--- src/rtl/spi_pkg.sv ---
// Shared definitions for the SPI command sequencer and its target: op encoding,
// command bytes, FSM states and the latched request payload.
package spi_pkg;

   localparam int unsigned N_REQ  = 2;
   localparam int unsigned OP_W   = 2;
   localparam int unsigned ADDR_W = 5;
   localparam int unsigned BYTE_W = 8;

   typedef enum logic [OP_W-1:0] {
      OP_READ   = 2'b00,
      OP_WRITE  = 2'b01,
      OP_STREAM = 2'b10,
      OP_RSVD   = 2'b11
   } op_e;

   localparam logic [BYTE_W-1:0] CMD_READ   = 8'h03;
   localparam logic [BYTE_W-1:0] CMD_WRITE  = 8'h02;
   localparam logic [BYTE_W-1:0] CMD_STREAM = 8'h80;

   typedef enum logic [2:0] {
      IDLE    = 3'd0,
      CMD     = 3'd1,
      ADDR    = 3'd2,
      DATA    = 3'd3,
      CAPTURE = 3'd4
   } state_e;

   typedef struct packed {
      op_e               op;
      logic [ADDR_W-1:0] addr;
      logic [BYTE_W-1:0] data;
   } cmd_t;

   function automatic logic [BYTE_W-1:0] cmd_byte(input op_e op);
      case (op)
         OP_READ:   cmd_byte = CMD_READ;
         OP_WRITE:  cmd_byte = CMD_WRITE;
         default:   cmd_byte = CMD_STREAM;
      endcase
   endfunction

endpackage

--- src/rtl/spi_seq_arbiter.sv ---
// Two-requester arbiter: priority starts at the requester named by ptr.
module spi_seq_arbiter
   import spi_pkg::*;
(
   input  logic [N_REQ-1:0] req_valid,
   input  logic             ptr,
   input  logic             enable,
   output logic [N_REQ-1:0] grant_c
);

   always_comb begin
      grant_c = '0;
      if (enable) begin
         if (req_valid[ptr])       grant_c[ptr]  = 1'b1;
         else if (req_valid[~ptr]) grant_c[~ptr] = 1'b1;
      end
   end

endmodule

--- src/rtl/spi_cmd_sequencer.sv ---
// Arbitrates two requesters and sequences READ/WRITE/STREAM commands onto a byte-wide SPI bus.
// Define SPI_SEQ_ROUND_ROBIN_EN for round-robin arbitration; otherwise requester 0 has fixed priority.
module spi_cmd_sequencer
   import spi_pkg::*;
#(
   parameter logic [7:0] IDLE_BYTE = 8'h00
) (
   input  logic        sclk,
   input  logic        rst_n,
   input  logic [1:0]  req_valid,
   output logic [1:0]  req_ready,
   input  logic [3:0]  req_op,
   input  logic [9:0]  req_addr,
   input  logic [15:0] req_data,
   output logic        rsp_valid,
   output logic        rsp_id,
   output logic [7:0]  rsp_data,
   output logic        rsp_err,
   output logic        cs,
   output logic [7:0]  mosi,
   input  logic [7:0]  miso,
   output logic        busy
);

   state_e      state_q, state_d;
   cmd_t        cmd_q, cmd_d;
   logic        id_q, id_d;
   logic        cap_wait_q, cap_wait_d;
   logic        ptr_q, ptr_d;
   logic [7:0]  mosi_d, rsp_data_d;
   logic        cs_d, rsp_valid_d, rsp_id_d, rsp_err_d;
   logic [1:0]  accept_c, grant_c;
   logic        acc_id_c;
   cmd_t        req_cmd_c;

   assign accept_c  = req_valid & req_ready;
   assign acc_id_c  = accept_c[1];
   assign req_cmd_c = acc_id_c
                    ? cmd_t'{op: op_e'(req_op[3:2]), addr: req_addr[9:5], data: req_data[15:8]}
                    : cmd_t'{op: op_e'(req_op[1:0]), addr: req_addr[4:0], data: req_data[7:0]};

   spi_seq_arbiter u_arb (
      .req_valid (req_valid),
      .ptr       (ptr_q),
      .enable    (state_d == IDLE),
      .grant_c   (grant_c)
   );

   // Next-state and registered-output logic
   always_comb begin
      state_d     = state_q;
      cmd_d       = cmd_q;
      id_d        = id_q;
      cap_wait_d  = 1'b0;
      ptr_d       = ptr_q;
      mosi_d      = mosi;
      cs_d        = cs;
      rsp_valid_d = 1'b0;
      rsp_id_d    = rsp_id;
      rsp_data_d  = '0;
      rsp_err_d   = 1'b0;

      case (state_q)
         IDLE: begin
            if (|accept_c) begin
               cmd_d   = req_cmd_c;
               id_d    = acc_id_c;
               state_d = CMD;
`ifdef SPI_SEQ_ROUND_ROBIN_EN
               ptr_d   = ~acc_id_c;
`endif
               // Reserved ops occupy CMD for one cycle with the bus left idle
               if (req_cmd_c.op != OP_RSVD) begin
                  mosi_d = cmd_byte(req_cmd_c.op);
                  cs_d   = 1'b1;
               end
            end
         end
         CMD: begin
            case (cmd_q.op)
               OP_READ, OP_WRITE: begin
                  state_d = ADDR;
                  mosi_d  = {3'b000, cmd_q.addr};
               end
               OP_STREAM: begin
                  state_d = DATA;
                  mosi_d  = cmd_q.data;
               end
               default: begin
                  state_d     = IDLE;
                  rsp_valid_d = 1'b1;
                  rsp_err_d   = 1'b1;
                  rsp_id_d    = id_q;
               end
            endcase
         end
         ADDR: begin
            if (cmd_q.op == OP_WRITE) begin
               state_d = DATA;
               mosi_d  = cmd_q.data;
            end else begin
               state_d    = CAPTURE;
               mosi_d     = IDLE_BYTE;
               cs_d       = 1'b0;
               cap_wait_d = 1'b1;
            end
         end
         CAPTURE: begin
            // First cycle is the target's turnaround; miso is sampled on the second edge
            if (!cap_wait_q) begin
               state_d     = IDLE;
               rsp_valid_d = 1'b1;
               rsp_data_d  = miso;
               rsp_id_d    = id_q;
            end
         end
         DATA: begin
            state_d     = IDLE;
            mosi_d      = IDLE_BYTE;
            cs_d        = 1'b0;
            rsp_valid_d = 1'b1;
            rsp_id_d    = id_q;
         end
         default: begin
            state_d = IDLE;
            mosi_d  = IDLE_BYTE;
            cs_d    = 1'b0;
         end
      endcase
   end

   always_ff @(posedge sclk or negedge rst_n) begin
      if (!rst_n) begin
         state_q    <= IDLE;
         cmd_q      <= '0;
         id_q       <= 1'b0;
         cap_wait_q <= 1'b0;
         ptr_q      <= 1'b0;
         mosi       <= IDLE_BYTE;
         cs         <= 1'b0;
         req_ready  <= '0;
         rsp_valid  <= 1'b0;
         rsp_id     <= 1'b0;
         rsp_data   <= '0;
         rsp_err    <= 1'b0;
         busy       <= 1'b0;
      end else begin
         state_q    <= state_d;
         cmd_q      <= cmd_d;
         id_q       <= id_d;
         cap_wait_q <= cap_wait_d;
         ptr_q      <= ptr_d;
         mosi       <= mosi_d;
         cs         <= cs_d;
         req_ready  <= grant_c;
         rsp_valid  <= rsp_valid_d;
         rsp_id     <= rsp_id_d;
         rsp_data   <= rsp_data_d;
         rsp_err    <= rsp_err_d;
         busy       <= (state_d != IDLE);
      end
   end

endmodule

--- config.mk ---
export PLATFORM = sky130hd
export DESIGN_NAME = spi_cmd_sequencer
export DESIGN_NICKNAME = d
export VERILOG_FILES = /design/src/rtl/spi_pkg.sv /design/src/rtl/spi_seq_arbiter.sv /design/src/rtl/spi_cmd_sequencer.sv
export SDC_FILE = /design/constraint.sdc
export NUM_CORES = 1
export LEC_CHECK = 0
export ABC_AREA = 1
export ABC_CLOCK_PERIOD_IN_PS = 1200
export BUFFER_PORTS_ARGS = -buffer_cell sky130_fd_sc_hd__buf_2
export CAP_MARGIN = 10
export CORE_MARGIN = 3
export CORE_UTILIZATION = 46
export CTS_BUF_LIST = sky130_fd_sc_hd__clkbuf_8 sky130_fd_sc_hd__clkbuf_16
export CTS_CLUSTER_DIAMETER = 30
export DETAILED_ROUTE_END_ITERATION = 6
export PLACE_DENSITY = 0.76
export REMOVE_ABC_BUFFERS = 1
export SETUP_SLACK_MARGIN = 0.05
export SYNTH_ARGS = -nofsm -noshare
export SYNTH_HDL_FRONTEND = slang
export SYNTH_SLANG_ARGS = --single-unit
--- constraint.sdc ---
create_clock -name sclk -period 1.2 [get_ports sclk]
set_input_delay 0.24 -clock sclk [delete_from_list [all_inputs] [get_ports sclk]]
set_output_delay 0.24 -clock sclk [all_outputs]
set_load 0.005 [all_outputs]
==> impl_metrics.json, run 1 <==
{
  "drt_pre_antenna_iters": 4,
  "synth_cell_types": 25,
  "post-route-period-util_pct": 115,
  "clock_skew_ns": 0.00559,
  "clockBufferDepth": 2,
  "holdPathStages": 3,
  "yosysMostFrequentCell": "nand2_1",
  "maxCapViolations": 0,
  "wl_mm": 5.40,
  "cp-start-kind": "flip-flop",
  "synth_top_cell_by_area": "dfrtp_1",
  "critPathMaxFanout": 7,
  "vias": 2019,
  "core_area_um2": 4380,
  "grt_pass1_vias": 1845,
  "syn_area_per_cell_um2": 8.22,
  "worst-slew-pin-transition_ns": 0.231,
  "setup_slack_ns": -0.180,
  "grt_pass1_wl_mm": 8.14,
  "tritoncts": "done",
  "clk_latency_ns": 0.30,
  "cts.root.buffer_cell": "clkbuf_8",
  "ys.flop_type": "dfrtp_1",
  "dieWidth_um": 73.8,
  "critical_path_class": "flip-flop to flip-flop",
  "worst_setup_path_end_kind": "flip-flop",
  "leakage_nw": 1.68,
  "num_rows": 24,
  "ir_drop_mv": 1.10,
  "wl_per_cell_um": 13.3,
  "numCtsBuffers": 5,
  "cts.reportedPaths.clkPinSlew_ns": 0.08,
  "grt_usage_pct": 19.4,
  "hold_class": "input pin to flip-flop",
  "outcome": "finished with violations",
  "yosys-top-cells-area": "dfrtp_1 (51%), nand2_1 (16%), nand3_1 (7.1%), nor2_1 (4.6%), a31oi_1 (3.6%)",
  "yosysSeqAreaShare_pct": 50.9,
  "slew_headroom_pct": 84.6,
  "reg2reg_depth": 7,
  "finalSetupViolCount": 41,
  "boundaryPins": 65,
  "antenna_found_initial": 0,
  "min_from": "miso[5]",
  "drv_slew": 0,
  "synth_top_area_share_pct": 50.9,
  "netlist_top_cells_count": "nand2_1 (91), dfrtp_1 (43), nand3_1 (30)",
  "total_power_mw": 8.12,
  "yosys_warnings": 0,
  "viasPerCell": 4.96,
  "drc": 0,
  "syn_inst": 257,
  "overflow": 0,
  "ys_ff_latch": 43,
  "htreeDepth": 2,
  "diodes": 0,
  "fp.dieArea_um2": 5440,
  "fillers": 330,
  "ant_nets": 0,
  "fin_nets": 396,
  "worst_r2r_endpoint": "busy",
  "cts_sinks": 43,
  "synth_area_um2": 2110,
  "drt_iter0_markers": 86,
  "rsz0062_at_grt": "true",
  "layout-drive-gt1-share_pct": 49.0,
  "dp_hpwl_mm": 3.29,
  "fmax_mhz": 725,
  "worstPathArrival_ns": 1.58,
  "hold_ws_ns": 0.157,
  "numPortBuffers": 64,
  "cp_data_required_time_ns": 1.40,
  "ff2ff_setup_slack_ns": -0.18,
  "r2r-start": "state_q[0]",
  "grt_start_max_net_pins": 44,
  "hold_viol_final": 0,
  "violations": "negative setup slack",
  "die-height_um": 73.8,
  "powerDensity_nw_per_um2": 2630,
  "place_congestion": 0.906,
  "synthToLayoutAreaGrowth_pct": 45.9,
  "synth-edff-count": 0,
  "fin_crit_ns": 1.38,
  "start_util_pct": 48.2,
  "worstHoldEndpoint": "rsp_data[5]",
  "synthArstFlopShare_pct": 100
}
==> area by class of cell <==
class                   instances  area (um^2)  share of cell area, %
clock buffers                   6         82.6                   2.68
inverters                      23          101                   3.29
well taps                      52         65.1                   2.11
clock inverters                 2         35.0                   1.14
repair buffers                 96          618                   20.0
flip-flops and latches         43         1080                   35.1
multi-input cells             183         1070                   34.9
repair inverters                2         25.0                  0.812
==> worst max-delay path, cell delays in order, from the launching register on <==
cell and delay (ns):
dfrtp_1 0.43, inv_2 0.07, nand2_2 0.09, nor2_4 0.05
buf_12 0.14, nand2_8 0.15, nand3_4 0.10, or2_1 0.23
==> through the flow <==
stage / instance area [um^2] / setup TNS, ns / setup slack (ns) / std cells / utilization [%]
6_report: 3080 / -5.01 / -0.180 / 407 / 70.3
5_1_grt: 3080 / -7.71 / -0.239 / 407 / 70.3
4_1_cts: 2850 / -1.70 / -0.0854 / 399 / 65.0
3_5_place_dp: 2560 / -2.20 / -0.120 / 381 / 58.4
3_3_place_gp: 2560 / -0.992 / -0.0765 / 381 / 58.4
2_1_floorplan: 2040 / -5.16 / -0.236 / 249 / -
==> where the power goes <==
part / internal [mW] / total (mW) / switching (mW)
Sequential: 2.06 / 2.52 / 0.462
Combinational: 2.01 / 4.43 / 2.41
Clock: 0.673 / 1.17 / 0.498
Total: 4.74 / 8.12 / 3.37
==> layer usage <==
metal | global-route usage, % | wire (um)
met2 | 33.4 | 2710
met4 | 5.43 | 92
met5 | 0 | 0
met3 | 5.47 | 349
met1 | 23.5 | 2250
==> sequential cells by signal, summed over array words and instances, names as in the netlist <==
name / cells
busy: 1
cap_wait_q: 1
cmd_q: 15
cs: 1
id_q: 1
mosi: 8
req_ready: 2
rsp_data: 8
rsp_err: 1
rsp_id: 1
rsp_valid: 1
state_q: 3
==> cell families (layout without fill, tap and decap cells) <==
group / count (synthesis) / in the layout / share of synthesized area [%]
and+or+nand+nor: 165 / 165 / 35.9
DFF: 43 / 43 / 50.9
buffers and inverters: 31 / 129 / 7.70
AOI/OAI and AO/OA: 18 / 18 / 5.51
==> cell usage in the layout, fill, tap and decap left out, drive strengths merged <==
master        n
nand2        95
bufinv        1
nor2         31
clkinv        3
or2           2
dfrtp        43
a31oi        13
buf          95
clkbuf        6
inv          23
nor3          2
nand3b        2
o21ai         5
dlygate4sd3   1
nand3        33
==> worst max-delay path by stage <==
stage                             from          end  slack [ns]  cells past startpoint
after global routing        state_q[0]      mosi[3]       -0.24                      9
final                       state_q[0]         busy       -0.18                      7
after global placement      state_q[2]         busy       -0.08                      6
after detailed placement    state_q[1]  rsp_data[0]       -0.12                      5
after floorplan           req_ready[1]      mosi[0]       -0.24                      8
after CTS                   state_q[1]     cmd_q[7]       -0.09                      7
==> timing repair <==
| item | 4_1_cts | 5_1_grt |
|---|---|---|
| pin swaps | 3 | 15 |
| cloned | 1 | 1 |
| hold endpoints to repair | 43 | 0 |
| hold buffers | 1 | 0 |
| setup endpoints to repair | 40 | 42 |
| resized for setup | 28 | 50 |
| buffers inserted | 8 | 8 |
Note: power is estimated with default switching activity, not from simulation.
==> inputs of run 2 (changes only) <==
--- a/config.mk
+++ b/config.mk
@@ -6,15 +6,15 @@
 export NUM_CORES = 1
 export LEC_CHECK = 0
 export ABC_AREA = 1
-export ABC_CLOCK_PERIOD_IN_PS = 1200
+export ABC_CLOCK_PERIOD_IN_PS = 1300
 export BUFFER_PORTS_ARGS = -buffer_cell sky130_fd_sc_hd__buf_2
 export CAP_MARGIN = 10
 export CORE_MARGIN = 3
-export CORE_UTILIZATION = 46
+export CORE_UTILIZATION = 51
 export CTS_BUF_LIST = sky130_fd_sc_hd__clkbuf_8 sky130_fd_sc_hd__clkbuf_16
-export CTS_CLUSTER_DIAMETER = 30
+export CTS_CLUSTER_DIAMETER = 200
 export DETAILED_ROUTE_END_ITERATION = 6
-export PLACE_DENSITY = 0.76
+export PLACE_DENSITY = 0.79
 export REMOVE_ABC_BUFFERS = 1
 export SETUP_SLACK_MARGIN = 0.05
 export SYNTH_ARGS = -nofsm -noshare
==> constraint.sdc (replaced) <==
create_clock -name sclk -period 1.3 [get_ports sclk]
set_input_delay 0.26 -clock sclk [delete_from_list [all_inputs] [get_ports sclk]]
set_output_delay 0.26 -clock sclk [all_outputs]
set_load 0.005 [all_outputs]
==> run 2 against run 1 <==
Against the previous run:
- the flow still finishes with violations (negative setup slack)
- worst setup slack better by 0.14 ns
- first-iteration DRC count up 4.7%
- power decreased by 11%
- largest cell class unchanged
- final cell count fell by 2.2%
- maximum frequency is 2.9% higher
- critical endpoint is now cmd_q[7]
==> impl_metrics.json, run 2 (synthesis gave the netlist of run 1 again) <==
{
  "outcome": "finished with violations",
  "violations": "negative setup slack",
  "grt_pass1_wl_mm": 8.28,
  "drt_iter0_markers": 90,
  "cts.reportedPaths.clkPinSlew_ns": 0.08,
  "final_cell_mix": "nand2_1 (79), buf_2 (63), dfrtp_1 (40), nand3_1 (26), buf_4 (19)",
  "drc": 0,
  "ant_nets": 0,
  "fin_nets": 391,
  "viasPerCell": 5.11,
  "numCtsBuffers": 5,
  "wl_mm": 5.43,
  "core_area_um2": 3830,
  "dp_hpwl_mm": 3.53,
  "post-route-period-util_pct": 103,
  "slew_headroom_pct": 84.8,
  "start_util_pct": 55.2,
  "critPathMaxFanout": 7,
  "diodes": 0,
  "holdPathStages": 3,
  "layout_commonest_cell": "nand2_1",
  "die-height_um": 70.4,
  "leakage_nw": 1.65,
  "largest-register": "cmd_q",
  "drv_slew": 0,
  "hold_viol_final": 0,
  "wl_per_cell_um": 13.7,
  "fmax_mhz": 746,
  "final_util_pct": 79.0,
  "rsz0062_at_grt": "true",
  "largest_register_ffs": 15,
  "reg2reg_depth": 8,
  "tritoncts": "done",
  "layout-drive-gt1-share_pct": 45.4,
  "critical_path_class": "flip-flop to flip-flop",
  "grt_pass1_vias": 1913,
  "dp_cells": 372,
  "synthToLayoutAreaGrowth_pct": 43.1,
  "boundaryPins": 65,
  "ff2ff_setup_slack_ns": -0.04,
  "grt_usage_pct": 20.5,
  "dieWidth_um": 70.4,
  "num_rows": 22,
  "setup_tns_ns": -0.389,
  "numPortBuffers": 64,
  "cts.root.buffer_cell": "clkbuf_8",
  "setup_slack_ns": -0.0411,
  "worstPathArrival_ns": 1.55,
  "min_from": "miso[3]",
  "total_power_mw": 7.25,
  "r2r-start": "state_q[0]",
  "cp_data_required_time_ns": 1.51,
  "final_cells": 398,
  "finalSetupViolCount": 18,
  "worst-slew-pin-transition_ns": 0.229,
  "worstHoldEndpoint": "rsp_data[3]",
  "vias": 2034,
  "clock_skew_ns": 0.00654,
  "cp-start-kind": "flip-flop",
  "maxCapViolations": 0,
  "clk_latency_ns": 0.30,
  "fillers": 255,
  "grt_start_max_net_pins": 44,
  "finish.instance_area_um2": 3020,
  "fp.dieArea_um2": 4950,
  "cts_sinks": 43,
  "place_area_um2": 2530,
  "antenna_found_initial": 0,
  "crit_start": "state_q[0]",
  "htreeDepth": 2,
  "clockBufferDepth": 2,
  "worst_r2r_endpoint": "cmd_q[7]",
  "drt_pre_antenna_iters": 4,
  "hold_class": "input pin to flip-flop",
  "ir_drop_mv": 1.15,
  "overflow": 0,
  "worst_setup_path_end_kind": "flip-flop",
  "powerDensity_nw_per_um2": 2400,
  "place_congestion": 0.826,
  "fin_crit_ns": 1.34,
  "largestRegisters": "cmd_q x15, mosi x8, rsp_data x8"
}
run 2: cell type report:
class	count	area, um^2	share of cell area, %
Timing Repair inverter	2	25.0	0.827
Clock buffer	7	96.3	3.19
Clock inverter	1	3.75	0.124
Multi-Input combinational cell	183	1070	35.5
Sequential cell	43	1080	35.7
Tap cell	48	60.1	1.99
Inverter	23	98.8	3.27
Timing Repair Buffer	91	588	19.4
run 2: stage by stage:
stage / worst slack, ns / hold slack, ns
after CTS: -0.0221 / 0.160
after floorplan: -0.136 / -0.0356
final: -0.0411 / 0.172
after detailed placement: -0.0332 / 0.252
after global routing: -0.130 / 0.175
after global placement: 0.0151 / 0.248
run 2: where the power goes:
group | internal, mW | leakage (nW) | switching, mW | total [mW]
sequential | 1.90 | 0.540 | 0.455 | 2.35
clock | 0.477 | 0.0557 | 0.426 | 0.902
combinational | 1.79 | 1.06 | 2.21 | 4.00
run 2: routing by layer:
metal  track usage [%]  up-vias  routed length, um
li1                  -     1002                  -
met1              25.9      927               2250
met2              35.6       91               2630
met3              4.75       14                439
met4              4.47        0                118
met5                 0        -                  0
run 2: worst max path at each step:
stage | end | slack (ns) | depth (start not counted)
after floorplan | mosi[0] | -0.14 | 8
after global placement | busy | 0.02 | 6
after detailed placement | busy | -0.03 | 6
after CTS | id_q | -0.02 | 7
after global routing | cmd_q[7] | -0.13 | 8
final | cmd_q[7] | -0.04 | 8
run 2: worst max-delay path: stages, from the launching register on:
cell and delay (ns):
dfrtp_1 0.41, inv_2 0.09, nand2_2 0.07, nor2_4 0.12, buf_12 0.14, nand2_8 0.10, clkinv_8 0.11, nor2_2 0.04
a31oi_1 0.16
run 2: what timing repair did:
action                                 in CTS  in global routing
endpoints found under the hold margin      43                  0
setup endpoints to repair                  34                 38
buffers inserted                            7                  8
gates cloned                                2                  0
pin swaps                                   5                  6
resized for setup                          14                 56
hold buffers                                1                  0
